### src/rtl/regfile_wport_arbiter.sv
// Shares the single register-file write port between WB, the $k0 save slot and a UART byte FIFO.
// Latency: rf_* is a zero-latency mux; buffered writes drain on the first cycle WB leaves the port idle.
// Backpressure: uart_ready drops while the byte FIFO is full; WB is never stalled.
module sync_fifo #(
  parameter int WIDTH = 13,
  parameter int DEPTH = 4
) (
  input  logic             clk,
  input  logic             rst_n,
  input  logic             push,
  input  logic             pop,
  input  logic [WIDTH-1:0] wdat,
  output logic [WIDTH-1:0] rdat,
  output logic             full,
  output logic             empty
);
  localparam int AW = $clog2(DEPTH);

  // Extra MSB on each pointer separates full from empty when the indices match
  logic [AW:0]      wptr, rptr;
  logic [WIDTH-1:0] mem [DEPTH];

  always_ff @(posedge clk or negedge rst_n) begin
    if (!rst_n) begin
      wptr <= '0;
      rptr <= '0;
    end else begin
      if (push) wptr <= wptr + (AW+1)'(1);
      if (pop)  rptr <= rptr + (AW+1)'(1);
    end
  end

  always_ff @(posedge clk) begin
    if (push) mem[wptr[AW-1:0]] <= wdat;
  end

  assign rdat  = mem[rptr[AW-1:0]];
  assign empty = (wptr == rptr);
  assign full  = (wptr[AW] != rptr[AW]) && (wptr[AW-1:0] == rptr[AW-1:0]);
endmodule

module regfile_wport_arbiter #(
  parameter int         FIFO_DEPTH = 4,
  parameter logic [4:0] K0_ADDR    = 5'd26,
  parameter logic [4:0] UART_REG1  = 5'd4,
  parameter logic [4:0] UART_REG2  = 5'd5
) (
  input  logic        clk,
  input  logic        rst_n,
  input  logic        wb_we,
  input  logic [4:0]  wb_addr,
  input  logic [31:0] wb_data,
  input  logic        exc_req,
  input  logic [31:0] exc_data,
  input  logic        uart_valid,
  input  logic [7:0]  uart_byte,
  output logic        uart_ready,
  output logic        rf_we,
  output logic [4:0]  rf_addr,
  output logic [31:0] rf_data,
  output logic        exc_pending,
  output logic        exc_overrun,
  output logic        pair_done
);
  logic        wb_act, exc_win, fifo_win;
  logic        fifo_full, fifo_empty, fifo_push;
  logic [12:0] fifo_head, fifo_wdat;
  logic        pair_flag;
  logic [31:0] exc_dat_q;

  // A WB write to $0 is a no-op and leaves the port free for buffered writes
  assign wb_act   = wb_we && (wb_addr != 5'd0);
  assign exc_win  = !wb_act && exc_pending;
  assign fifo_win = !wb_act && !exc_pending && !fifo_empty;

  assign uart_ready = !fifo_full;
  assign fifo_push  = uart_valid && !fifo_full;
  assign fifo_wdat  = {uart_byte, pair_flag ? UART_REG2 : UART_REG1};

  sync_fifo #(.WIDTH(13), .DEPTH(FIFO_DEPTH)) u_fifo (
    .clk   (clk),
    .rst_n (rst_n),
    .push  (fifo_push),
    .pop   (fifo_win),
    .wdat  (fifo_wdat),
    .rdat  (fifo_head),
    .full  (fifo_full),
    .empty (fifo_empty)
  );

  always_comb begin
    rf_we   = 1'b0;
    rf_addr = 5'd0;
    rf_data = 32'd0;
    if (wb_act) begin
      rf_we   = 1'b1;
      rf_addr = wb_addr;
      rf_data = wb_data;
    end else if (exc_pending) begin
      rf_we   = 1'b1;
      rf_addr = K0_ADDR;
      rf_data = exc_dat_q;
    end else if (!fifo_empty) begin
      rf_we   = 1'b1;
      rf_addr = fifo_head[4:0];
      rf_data = {24'd0, fifo_head[12:5]};
    end
    // WB inputs are not reset, so the enable is masked directly during reset
    rf_we = rf_we && rst_n;
  end

  always_ff @(posedge clk or negedge rst_n) begin
    if (!rst_n) begin
      exc_pending <= 1'b0;
      exc_overrun <= 1'b0;
      exc_dat_q   <= 32'd0;
      pair_flag   <= 1'b0;
      pair_done   <= 1'b0;
    end else begin
      exc_overrun <= 1'b0;
      if (exc_req) begin
        exc_dat_q   <= exc_data;
        exc_pending <= 1'b1;
        // Overrun only when the old value is lost, not when it drains this cycle
        exc_overrun <= exc_pending && !exc_win;
      end else if (exc_win) begin
        exc_pending <= 1'b0;
      end
      if (fifo_push) pair_flag <= !pair_flag;
      pair_done <= fifo_win && (fifo_head[4:0] == UART_REG2);
    end
  end
endmodule

### config.mk
export PLATFORM = sky130hd
export DESIGN_NAME = regfile_wport_arbiter
export DESIGN_NICKNAME = d
export VERILOG_FILES = /design/src/rtl/regfile_wport_arbiter.sv
export SDC_FILE = /design/constraint.sdc
export NUM_CORES = 1
export LEC_CHECK = 0
export BUFFER_PORTS_ARGS = -buffer_cell sky130_fd_sc_hd__buf_2
export CAP_MARGIN = 20
export CELL_PAD_IN_SITES_DETAIL_PLACEMENT = 2
export CELL_PAD_IN_SITES_GLOBAL_PLACEMENT = 2
export CORE_ASPECT_RATIO = 1.25
export CORE_MARGIN = 5
export CORE_UTILIZATION = 29
export DETAILED_ROUTE_END_ITERATION = 16
export PLACE_DENSITY = 0.74
export SLEW_MARGIN = 15
export SYNTH_ARGS = -nofsm -noshare
export SYNTH_HDL_FRONTEND = slang
export SYNTH_SLANG_ARGS = --single-unit
### constraint.sdc
create_clock -name clk -period 2 [get_ports clk]
set_input_delay 0.4 -clock clk [delete_from_list [all_inputs] [get_ports clk]]
set_output_delay 0.4 -clock clk [all_outputs]
set_load 0.005 [all_outputs]
* After elaboration in Yosys (flattened, before gate mapping)
Memory sizes are Yosys's and may differ from the RTL's.
Cells that the tools add are included.
** Storage, ports and cells
- Bits in registers :: 42
- Memory bits (writable) :: 36
- Output and inout bits :: 42
- Memories :: 1
** Memories
- u_fifo.mem :: depth 4, bits a word 9, read ports 1, clocked after Yosys merged registers in 0, wr ports 1, line 21 : logic [WIDTH-1:0] mem [DEPTH];
** Cells by class
- $add $sub $neg :: 2
- Eq/ne operators :: 4
- Multiplexer cells :: 15
- Reduce and logical (&&, ||, !) cells :: 17
** Operators with widths (number)
- $mux W32 :: 2
- $mux W5 :: 3
- $logic_and A1 B1 Y1 :: 9
- $mux W1 :: 9
- $mux W8 :: 1
- $add A3 B1 Y3 const B :: 2
- $logic_not A1 Y1 :: 6
- $eq A5 B3 Y1 const B :: 1
- $reduce_bool A5 Y1 :: 1
- $eq A3 B3 Y1 :: 1
- $eq A2 B2 Y1 :: 1
- $reduce_bool A2 Y1 :: 1
- $ne A1 B1 Y1 :: 1

* Depth between registers and ports, before layout
Gate-level depths: netlist (run 1).
- Depth in word-level cells :: 7
- Gate-level depth with buffers :: 6

* Modules after synthesis
Synthesis (run 1) repeated with hierarchy kept, for this count alone.
** Second synthesis, totals
- Cells, all modules :: 306
- Area, all modules :: 4364.2 sq um
** Modules (own cells, without submodules)
- sync_fifo :: instances 1, cells each 99, area an instance 2257.2 sq um
- regfile_wport_arbiter :: instances 1, cells each 207, area an instance 2107.0 sq um

* Worst setup path before layout (run 1)
Ideal clock, no wire load.
- Path kind :: in2out
- Start point :: input wb_addr[1]
- End point :: output rf_data[4]
- Arrival time :: 1528 ps
- Required time :: 1600 ps
- Path slack :: 72 ps
- Stages :: 6
- Cell sequence :: or3_4 > o31a_1 > buf_6 > buf_6 > a221oi_2 > nor2_1
** Between the ends
- Word-level cells in the longest chain between the ends :: 3
** RTL lines
- start: declaration :: line 51 : input logic [4:0] wb_addr,
- $reduce_bool A5 Y1 :: line 72 : assign wb_act = wb_we && (wb_addr != 5'd0);
- $logic_and A1 B1 Y1 :: line 72
- $mux W32 :: line 95 : if (wb_act) begin
- end: declaration :: line 60 : output logic [31:0] rf_data,
Every way passes these cells.

* Worst setup path in the final report (run 1)
- Start point :: register u_fifo.rptr[0]
- End point :: output rf_data[4]
** Between the ends
- Word-level cells in the longest chain between the ends :: 4
** RTL lines
- start: declaration :: line 20 : logic [AW:0] wptr, rptr;
- start signal: assignment :: line 29 : if (pop) rptr <= rptr + (AW+1)'(1);
- $mem_v2 Z4 W9 or $eq A3 B3 Y1 (tied branches)
- $mux W8 * :: line 103 : end else if (!fifo_empty) begin
- $mux W32 * :: line 99 : end else if (exc_pending) begin
- $mux W32 * :: line 95
Mark *: on every way between the ends. The rest lies on a longest branch, timed or not.

==> impl_metrics.json, run 1 <==
{
  "outcome": "finished, violations left",
  "violations": "setup timing",
  "power_density_mw_per_mm2": 1090,
  "critPathArrivalTime_ns": 1.92,
  "core_area_mm2": 0.0122,
  "cp_data_required_time_ns": 1.60,
  "track_usage": 0.167,
  "route.met2.wl_mm": 7.13,
  "setup_ws_ns": -0.323,
  "dp_worst_setup_slack_ns": -0.371,
  "synth_most_common_cell": "nand2_1",
  "max_stage_delay_ns": 0.53,
  "ys.flop_type": "dfrtp_1",
  "cts_sinks": 78,
  "seqPwrFrac": 0.381,
  "cts_tree": "built",
  "timing.hold.ws_ns": 0.238,
  "met3WireLength_um": 469,
  "hold_buffers": 0,
  "drt-initial-drc-count": 67,
  "ys_ff_latch": 78,
  "p_int_mw": 4.01,
  "endpoint_kind": "primary output",
  "fin_util": 0.440,
  "dr.pass1.iters": 4,
  "via_per_inst": 4.76,
  "cts.clk_slew.worst_paths_ns": 0.06,
  "worst_hold_path_type": "in -> async",
  "area.growth.synth_to_final_pct": 47.9,
  "synth-async-reset-ratio": 0.538,
  "r2r-end": "u_fifo.wptr[1]",
  "synth_edf_count": 36,
  "cts_buffers": 9,
  "synth.area.top_cells": "edfxtp_1 (30%), dfrtp_1 (29%), mux2_2 (11%)",
  "max_slew_margin": 0.605,
  "rsz0062_at_grt": "yes",
  "synthCells": 281,
  "synthTopCellsByCount": "nand2_1 (56), dfrtp_1 (42), edfxtp_1 (36)",
  "routed.top_layer": "met4",
  "io_pins": 124,
  "hold_violations": 0,
  "cp-start-kind": "flop",
  "setup_viol": 39,
  "synth_seq_area_share": 0.590,
  "pwr-share-comb": 0.341,
  "crit_type": "reg -> out",
  "skew_ns": 0.00831,
  "peakVddDrop_mv": 0.531,
  "dieWidth_um": 110,
  "r2r_cells": 6,
  "synth.cell_area_mm2": 0.00362,
  "route.detailed.drc": 0,
  "finalCritPeriodShare": 1.16,
  "slew_viol_final": 0,
  "fmax_mhz": 431,
  "cp-startpoint": "u_fifo.rptr[0]",
  "swShare": 0.309,
  "clk_path_buf_depth": 2,
  "grt_pass1_wl_mm": 18.5,
  "avgSynthCellArea_um2": 12.9,
  "numPortBuffers": 123,
  "drive_above_1_share": 0.615,
  "clk_latency_ns": 0.33,
  "worstSetupEndpoint": "rf_data[4]",
  "cts_root_buffer": "clkbuf_16",
  "reg2reg_setup_slack_ns": 0.15,
  "start_util": 0.297,
  "grt_pass1_vias": 3455,
  "antenna_found_initial": 0,
  "power_mw": 5.81,
  "wl_per_cell_um": 19.8,
  "rows": 45,
  "setup-tns-final_ns": -8.91,
  "nFillCells": 1265,
  "path_cells": "buf_12 > mux4_2 > a221oi_2 > nor2_1 > buf_2",
  "final_nets": 524,
  "leakagePower_nw": 2.42,
  "grt_start_max_net_pins": 43,
  "worstPathMaxFanout": 8,
  "timing.final.crit_period_ns": 2.32,
  "yosysTopAreaCell": "edfxtp_1",
  "dieArea_mm2": 0.0148,
  "grt_overflow": 0,
  "syn_nets": 368,
  "num_vias": 2878,
  "wl_mm": 12.0,
  "diodes": 0,
  "htreeDepth": 3,
  "tightest_slew_ns": 0.593,
  "power.share.clock": 0.278,
  "place.gp.congestion": 0.711,
  "power_switching_mw": 1.80,
  "die_h_um": 135,
  "detailed_place_hpwl_mm": 8.48,
  "ys_types": 28,
  "ant_nets": 0,
  "max_cap_viol_count": 0,
  "timing.rr.start": "u_fifo.wptr[1]",
  "slowest_stage": "mux4_2",
  "synth_top_area_frac": 0.299,
  "yosysWarnings": 0,
  "m1WireLength_mm": 4.16
}
-- worst min-delay path by stage --
stage | cells past startpoint | slack [ns] | endpoint
3_3_place_gp | 1 | 0.49 | exc_dat_q[21]
2_1_floorplan | 0 | 0.10 | exc_dat_q[0]
6_report | 2 | 0.24 | u_fifo.rptr[0]
4_1_cts | 2 | 0.26 | exc_dat_q[1]
5_1_grt | 1 | 0.28 | u_fifo.mem[2][1]
3_5_place_dp | 1 | 0.50 | exc_dat_q[16]
-- cell usage in the layout, fill, tap and decap left out, types with 5 or more instances in the layout --
cell type	n
a221oi_2	8
buf_12	11
buf_2	118
buf_4	26
buf_6	9
clkbuf_16	9
dfrtp_1	41
edfxtp_1	36
ha_1	5
mux2_2	34
mux4_2	9
nand2_1	50
nand2_2	5
nand3_2	19
nor2_1	16
xor2_1	6
-- power groups by stage --
stage,Sequential [mW],Combinational [mW],Clock (mW)
2_1_floorplan,2.18,0.951,0
3_5_place_dp,2.23,1.77,0
5_1_grt,2.24,2.15,1.74
3_3_place_gp,2.20,1.68,0
6_report,2.21,1.98,1.62
4_1_cts,2.21,1.99,1.66
-- kinds of logic after synthesis --
kind of cell	share of synthesized area
and+or+nand+nor	0.130
DFF	0.590
muxes	0.162
buffers and inverters	0.0301
AOI/OAI and AO/OA	0.0488
xor gates and xnor gates	0.0218
adders and majority gates	0.0173
-- per-stage QoR --
stage / cell area [um^2] / instances
3_3_place_gp: 4590 / 576
3_5_place_dp: 4590 / 576
4_1_cts: 5300 / 606
6_report: 5350 / 605
5_1_grt: 5350 / 605
2_1_floorplan: 3620 / 281
-- final cells by class --
cell class,count,area (um^2),area share
repair buffers,164,1110,0.207
inverters,3,11.3,0.00211
clock buffers,9,225,0.0421
clock inverters,6,70.1,0.0131
multi-input cells,181,1600,0.298
flip-flops and latches,78,2130,0.399
well taps,164,205,0.0384
-- state kept, by name, indices dropped and copies added, names as in the netlist --
signal,flops
exc_dat_q,32
exc_overrun,1
exc_pending,1
pair_done,1
pair_flag,1
u_fifo.mem,36
u_fifo.rptr,3
u_fifo.wptr,3
-- worst max-delay path, delay by kind of cell, from the launching register on --
kind | cells | cell delay (ns)
buf+inv | 2 | 0.29
mux | 1 | 0.53
flops | 1 | 0.42
simple gates | 1 | 0.07
compound gates | 1 | 0.28
-- per-layer routing --
| layer | vias to the layer above | track usage |
|---|---|---|
| li1 | 1321 | - |
| met1 | 1465 | 0.169 |
| met2 | 74 | 0.329 |
| met3 | 18 | 0.0311 |
| met4 | 0 | 0.0582 |
| met5 | - | 0 |
-- repair_timing --
item,CTS,global route
buffers inserted,12,3
resized for setup,41,26
gates cloned,3,0
endpoints found under the setup margin,43,66
pin swaps,30,14
No activity file was read; power rests on OpenSTA's default activity.
==> run 2: changes to the inputs <==
--- a/config.mk
+++ b/config.mk
@@ -5,7 +5,7 @@
 export SDC_FILE = /design/constraint.sdc
 export NUM_CORES = 1
 export LEC_CHECK = 0
-export BUFFER_PORTS_ARGS = -buffer_cell sky130_fd_sc_hd__buf_2
+export BUFFER_PORTS_ARGS = -buffer_cell sky130_fd_sc_hd__buf_4
 export CAP_MARGIN = 20
 export CELL_PAD_IN_SITES_DETAIL_PLACEMENT = 2
 export CELL_PAD_IN_SITES_GLOBAL_PLACEMENT = 2
==> impl_metrics.json, run 2 (synthesis gave the netlist of run 1 again) <==
{
  "power_density_mw_per_mm2": 1050,
  "endpoint_kind": "primary output",
  "io_pins": 124,
  "htreeDepth": 3,
  "start_util": 0.297,
  "peakVddDrop_mv": 0.630,
  "wl_per_cell_um": 22.4,
  "hold_violations": 0,
  "dieArea_mm2": 0.0148,
  "wl_mm": 13.7,
  "area.growth.synth_to_final_pct": 67.3,
  "worstPathMaxFanout": 7,
  "reg2reg_setup_slack_ns": 0,
  "core_area_mm2": 0.0122,
  "die_h_um": 135,
  "track_usage": 0.181,
  "final_nets": 527,
  "cp-start-kind": "flop",
  "skew_ns": 0.00734,
  "antenna_found_initial": 0,
  "hold_buffers": 0,
  "clk_path_buf_depth": 2,
  "detailed_place_hpwl_mm": 8.40,
  "numPortBuffers": 123,
  "violations": "setup timing",
  "mostFrequentLayoutCell": "buf_4",
  "max_slew_margin": 0.603,
  "tightest_slew_ns": 0.596,
  "cts_root_buffer": "clkbuf_16",
  "cts_sinks": 78,
  "fmax_mhz": 413,
  "place_area_mm2": 0.00490,
  "final_cell_mix": "buf_4 (119), dfrtp_1 (40), buf_6 (36), edfxtp_1 (36), mux2_2 (34)",
  "via_per_inst": 4.79,
  "route.detailed.drc": 0,
  "rsz0062_at_grt": "yes",
  "grt_start_max_net_pins": 43,
  "fin_util": 0.498,
  "nFillCells": 1213,
  "cts_tree": "built",
  "diodes": 0,
  "r2r-end": "u_fifo.wptr[1]",
  "slew_viol_final": 0,
  "drive_above_1_share": 0.699,
  "num_vias": 2920,
  "cts.clk_slew.worst_paths_ns": 0.07,
  "outcome": "finished, violations left",
  "setup_viol": 39,
  "place.gp.congestion": 0.720,
  "cts_buffers": 9,
  "dieWidth_um": 110,
  "design_area_mm2": 0.00605,
  "power_mw": 6.37,
  "cp_data_required_time_ns": 1.60,
  "timing.hold.ws_ns": 0.215,
  "clk_latency_ns": 0.33,
  "drt-initial-drc-count": 74,
  "setup_ws_ns": -0.421,
  "ant_nets": 0,
  "timing.rr.start": "u_fifo.rptr[1]",
  "crit_type": "reg -> out",
  "worst_hold_path_type": "in -> async",
  "grt_pass1_vias": 3496,
  "max_cap_viol_count": 0,
  "leakagePower_nw": 2.69,
  "finalCritPeriodShare": 1.21,
  "largest_reg_flops": 36,
  "grt_pass1_wl_mm": 20.0,
  "critPathArrivalTime_ns": 2.02,
  "grt_overflow": 0,
  "timing.final.crit_period_ns": 2.42,
  "dr.pass1.iters": 6,
  "r2r_cells": 6,
  "rows": 45
}
==> run 2: cell count changes in the layout (fill, tap and decap cells not counted), moves of 18 or more <==
cell / before / now
nand2_2: 5 / 23
nand2_1: 50 / 5
buf_2: 118 / 0
buf_6: 9 / 36
buf_4: 26 / 119
nand2_4: 1 / 27
==> run 2: how the worst max path moves through the flow <==
stage | startpoint | to | slack (ns) | depth (start not counted)
6_report | u_fifo.rptr[1] | rf_data[7] | -0.42 | 6
4_1_cts | u_fifo.wptr[1] | rf_data[5] | -0.39 | 6
2_1_floorplan | wb_addr[1] | rf_data[4] | 0.07 | 6
3_5_place_dp | wb_addr[1] | rf_data[5] | -0.29 | 7
3_3_place_gp | wb_addr[1] | rf_data[5] | -0.29 | 7
5_1_grt | u_fifo.rptr[0] | rf_data[5] | -0.49 | 6
==> run 2: layer usage <==
layer / up-vias / track usage / share of wire
li1: 1326 / - / -
met1: 1509 / 0.200 / 0.37
met2: 74 / 0.352 / 0.59
met3: 11 / 0.0258 / 0.027
met4: 0 / 0.0464 / 0.014
met5: - / 0 / 0
==> run 2: final cells by class <==
| type | count | area, um^2 | share of cell area |
|---|---|---|---|
| Tap cell | 164 | 205 | 0.0339 |
| Timing Repair Buffer | 166 | 1540 | 0.254 |
| Clock buffer | 9 | 225 | 0.0372 |
| Sequential cell | 78 | 2130 | 0.353 |
| Clock inverter | 7 | 105 | 0.0174 |
| Inverter | 3 | 11.3 | 0.00186 |
| Multi-Input combinational cell | 182 | 1830 | 0.303 |
==> run 2: metrics by stage <==
stage	cells	worst slack [ns]	setup TNS, ns
finish	609	-0.421	-12.48
global route	609	-0.494	-14.32
CTS	607	-0.394	-12.22
detailed placement	577	-0.287	-9.03
global placement	577	-0.288	-8.13
floorplan	281	0.0722	0
==> run 2: timing repair <==
item | in CTS | in global routing
pin swaps | 35 | 23
buffers inserted | 9 | 4
endpoints found under the setup margin | 39 | 67
cloned | 5 | 0
gates resized for setup | 105 | 60
==> run 2: worst max-delay path, cell delays in order (launching register included) <==
cell	delay [ns]
dfrtp_1	0.43
xor2_2	0.23
o31a_4	0.44
buf_6	0.15
a221oi_2	0.23
nor2_1	0.07
buf_4	0.14
==> run 2: report_power, final <==
| part | total, mW | switching [mW] | internal (mW) |
|---|---|---|---|
| logic | 2.30 | 1.10 | 1.20 |
| registers | 2.24 | 0.202 | 2.04 |
| clock network | 1.83 | 0.719 | 1.11 |
==> run 3: changes to the inputs <==
--- a/config.mk
+++ b/config.mk
@@ -12,9 +12,12 @@
 export CORE_ASPECT_RATIO = 1.25
 export CORE_MARGIN = 5
 export CORE_UTILIZATION = 29
+export CTS_CLUSTER_DIAMETER = 40
 export DETAILED_ROUTE_END_ITERATION = 16
 export PLACE_DENSITY = 0.74
+export SKIP_CTS_REPAIR_TIMING = 1
 export SLEW_MARGIN = 15
 export SYNTH_ARGS = -nofsm -noshare
 export SYNTH_HDL_FRONTEND = slang
 export SYNTH_SLANG_ARGS = --single-unit
+export TNS_END_PERCENT = 50
==> impl_metrics.json, run 3 (synthesis gave the netlist of run 1 again) <==
{
  "cts_tree": "built",
  "power_mw": 6.08,
  "htreeDepth": 3,
  "seqPwrFrac": 0.368,
  "outcome": "finished, violations left",
  "grt_overflow": 0,
  "grt_pass1_vias": 3251,
  "timing.rr.start": "exc_pending",
  "reg2reg_setup_slack_ns": 0.12,
  "grt_start_max_net_pins": 43,
  "place.gp.congestion": 0.720,
  "hold_violations": 0,
  "power_density_mw_per_mm2": 1060,
  "skew_ns": 0.00707,
  "design_area_mm2": 0.00572,
  "slew_viol_final": 0,
  "r2r_cells": 6,
  "cts.clk_slew.worst_paths_ns": 0.06,
  "cts_buffers": 9,
  "r2r-end": "u_fifo.rptr[1]",
  "place_area_mm2": 0.00490,
  "mostFrequentLayoutCell": "buf_4",
  "setup_viol": 39,
  "fmax_mhz": 414,
  "peakVddDrop_mv": 0.583,
  "drive_above_1_share": 0.637,
  "clk_path_buf_depth": 2,
  "rows": 45,
  "dp_worst_setup_slack_ns": -0.287,
  "cts_root_buffer": "clkbuf_16",
  "tightest_slew_ns": 0.573,
  "final_nets": 517,
  "dieWidth_um": 110,
  "setup_ws_ns": -0.417,
  "core_area_mm2": 0.0122,
  "leakagePower_nw": 2.49,
  "timing.final.crit_period_ns": 2.42,
  "power.share.clock": 0.296,
  "max_cap_viol_count": 0,
  "ant_nets": 0,
  "diodes": 0,
  "swShare": 0.299,
  "violations": "setup timing",
  "track_usage": 0.154,
  "pwr-share-comb": 0.336,
  "worstPathMaxFanout": 8,
  "wl_per_cell_um": 19.7,
  "p_int_mw": 4.26,
  "antenna_found_initial": 0,
  "wl_mm": 11.8,
  "dieArea_mm2": 0.0148,
  "detailed_place_hpwl_mm": 8.40,
  "fin_cells": 599,
  "dr.pass1.iters": 4,
  "area.growth.synth_to_final_pct": 58.2,
  "dp_cells": 577,
  "finalCritPeriodShare": 1.21,
  "io_pins": 124,
  "worst_hold_path_type": "in -> async",
  "max_slew_margin": 0.618,
  "final_cell_mix": "buf_4 (125), dfrtp_1 (39), nand2_1 (37)",
  "crit_type": "reg -> out",
  "clk_latency_ns": 0.33,
  "route.detailed.drc": 0,
  "start_util": 0.297,
  "largest_reg_flops": 36,
  "cts_sinks": 78,
  "die_h_um": 135,
  "num_vias": 2810,
  "drt-initial-drc-count": 61,
  "via_per_inst": 4.69,
  "worstSetupEndpoint": "rf_data[4]",
  "grt_pass1_wl_mm": 17.4,
  "rsz0062_at_grt": "yes",
  "endpoint_kind": "primary output",
  "cp-start-kind": "flop",
  "power_switching_mw": 1.82,
  "cp_data_required_time_ns": 1.60,
  "numPortBuffers": 123,
  "critPathArrivalTime_ns": 2.02,
  "cp-startpoint": "u_fifo.rptr[0]"
}
## run 3: stage by stage
step	utilization	hold slack (ns)	TNS [ns]
2_1_floorplan	-	0.104	0
3_3_place_gp	0.403	0.489	-8.13
3_5_place_dp	0.403	0.502	-9.03
4_1_cts	0.430	0.229	-11.20
5_1_grt	0.470	0.241	-12.70
6_report	0.470	0.193	-10.46
## run 3: worst min path at each step
stage,start,to,slack (ns),cells after the start
global placement,exc_dat_q[21],exc_dat_q[21],0.49,1
floorplan,rst_n,exc_dat_q[0],0.10,0
global route,rst_n,exc_dat_q[1],0.24,2
detailed placement,exc_dat_q[17],exc_dat_q[17],0.50,1
CTS,rst_n,exc_dat_q[1],0.23,2
finish,rst_n,exc_dat_q[1],0.19,2
## run 3: worst max-delay path: stages, from the launching register on
cell and delay (ns):
dfrtp_2 0.46, buf_12 0.17, mux4_2 0.51, a221oi_2 0.32, nor2_1 0.09, buf_4 0.14
## run 3: final cells by class
cell class                 count  area [um^2]
clock buffer                   9          225
sequential                    78         2140
inverter                       3         11.3
multi-input combinational    181         1680
clock inverter                 7          105
fill                        1234         6440
timing repair buffer         157         1360
tap                          164          205
## run 3: layer usage
metal,wire [um],global-route usage,up-vias,part of all wire
li1,-,-,1301,-
met1,4200,0.170,1428,0.36
met2,7010,0.297,73,0.59
met3,487,0.0330,8,0.041
met4,125,0.0312,0,0.011
met5,0,0,-,0
## run 3: power by group through the flow
stage,registers [mW],logic [mW],clock network (mW)
floorplan,2.18,0.951,0
global placement,2.20,1.77,0
detailed placement,2.23,1.83,0
CTS,2.20,1.87,1.84
global route,2.27,2.22,1.92
finish,2.24,2.04,1.80
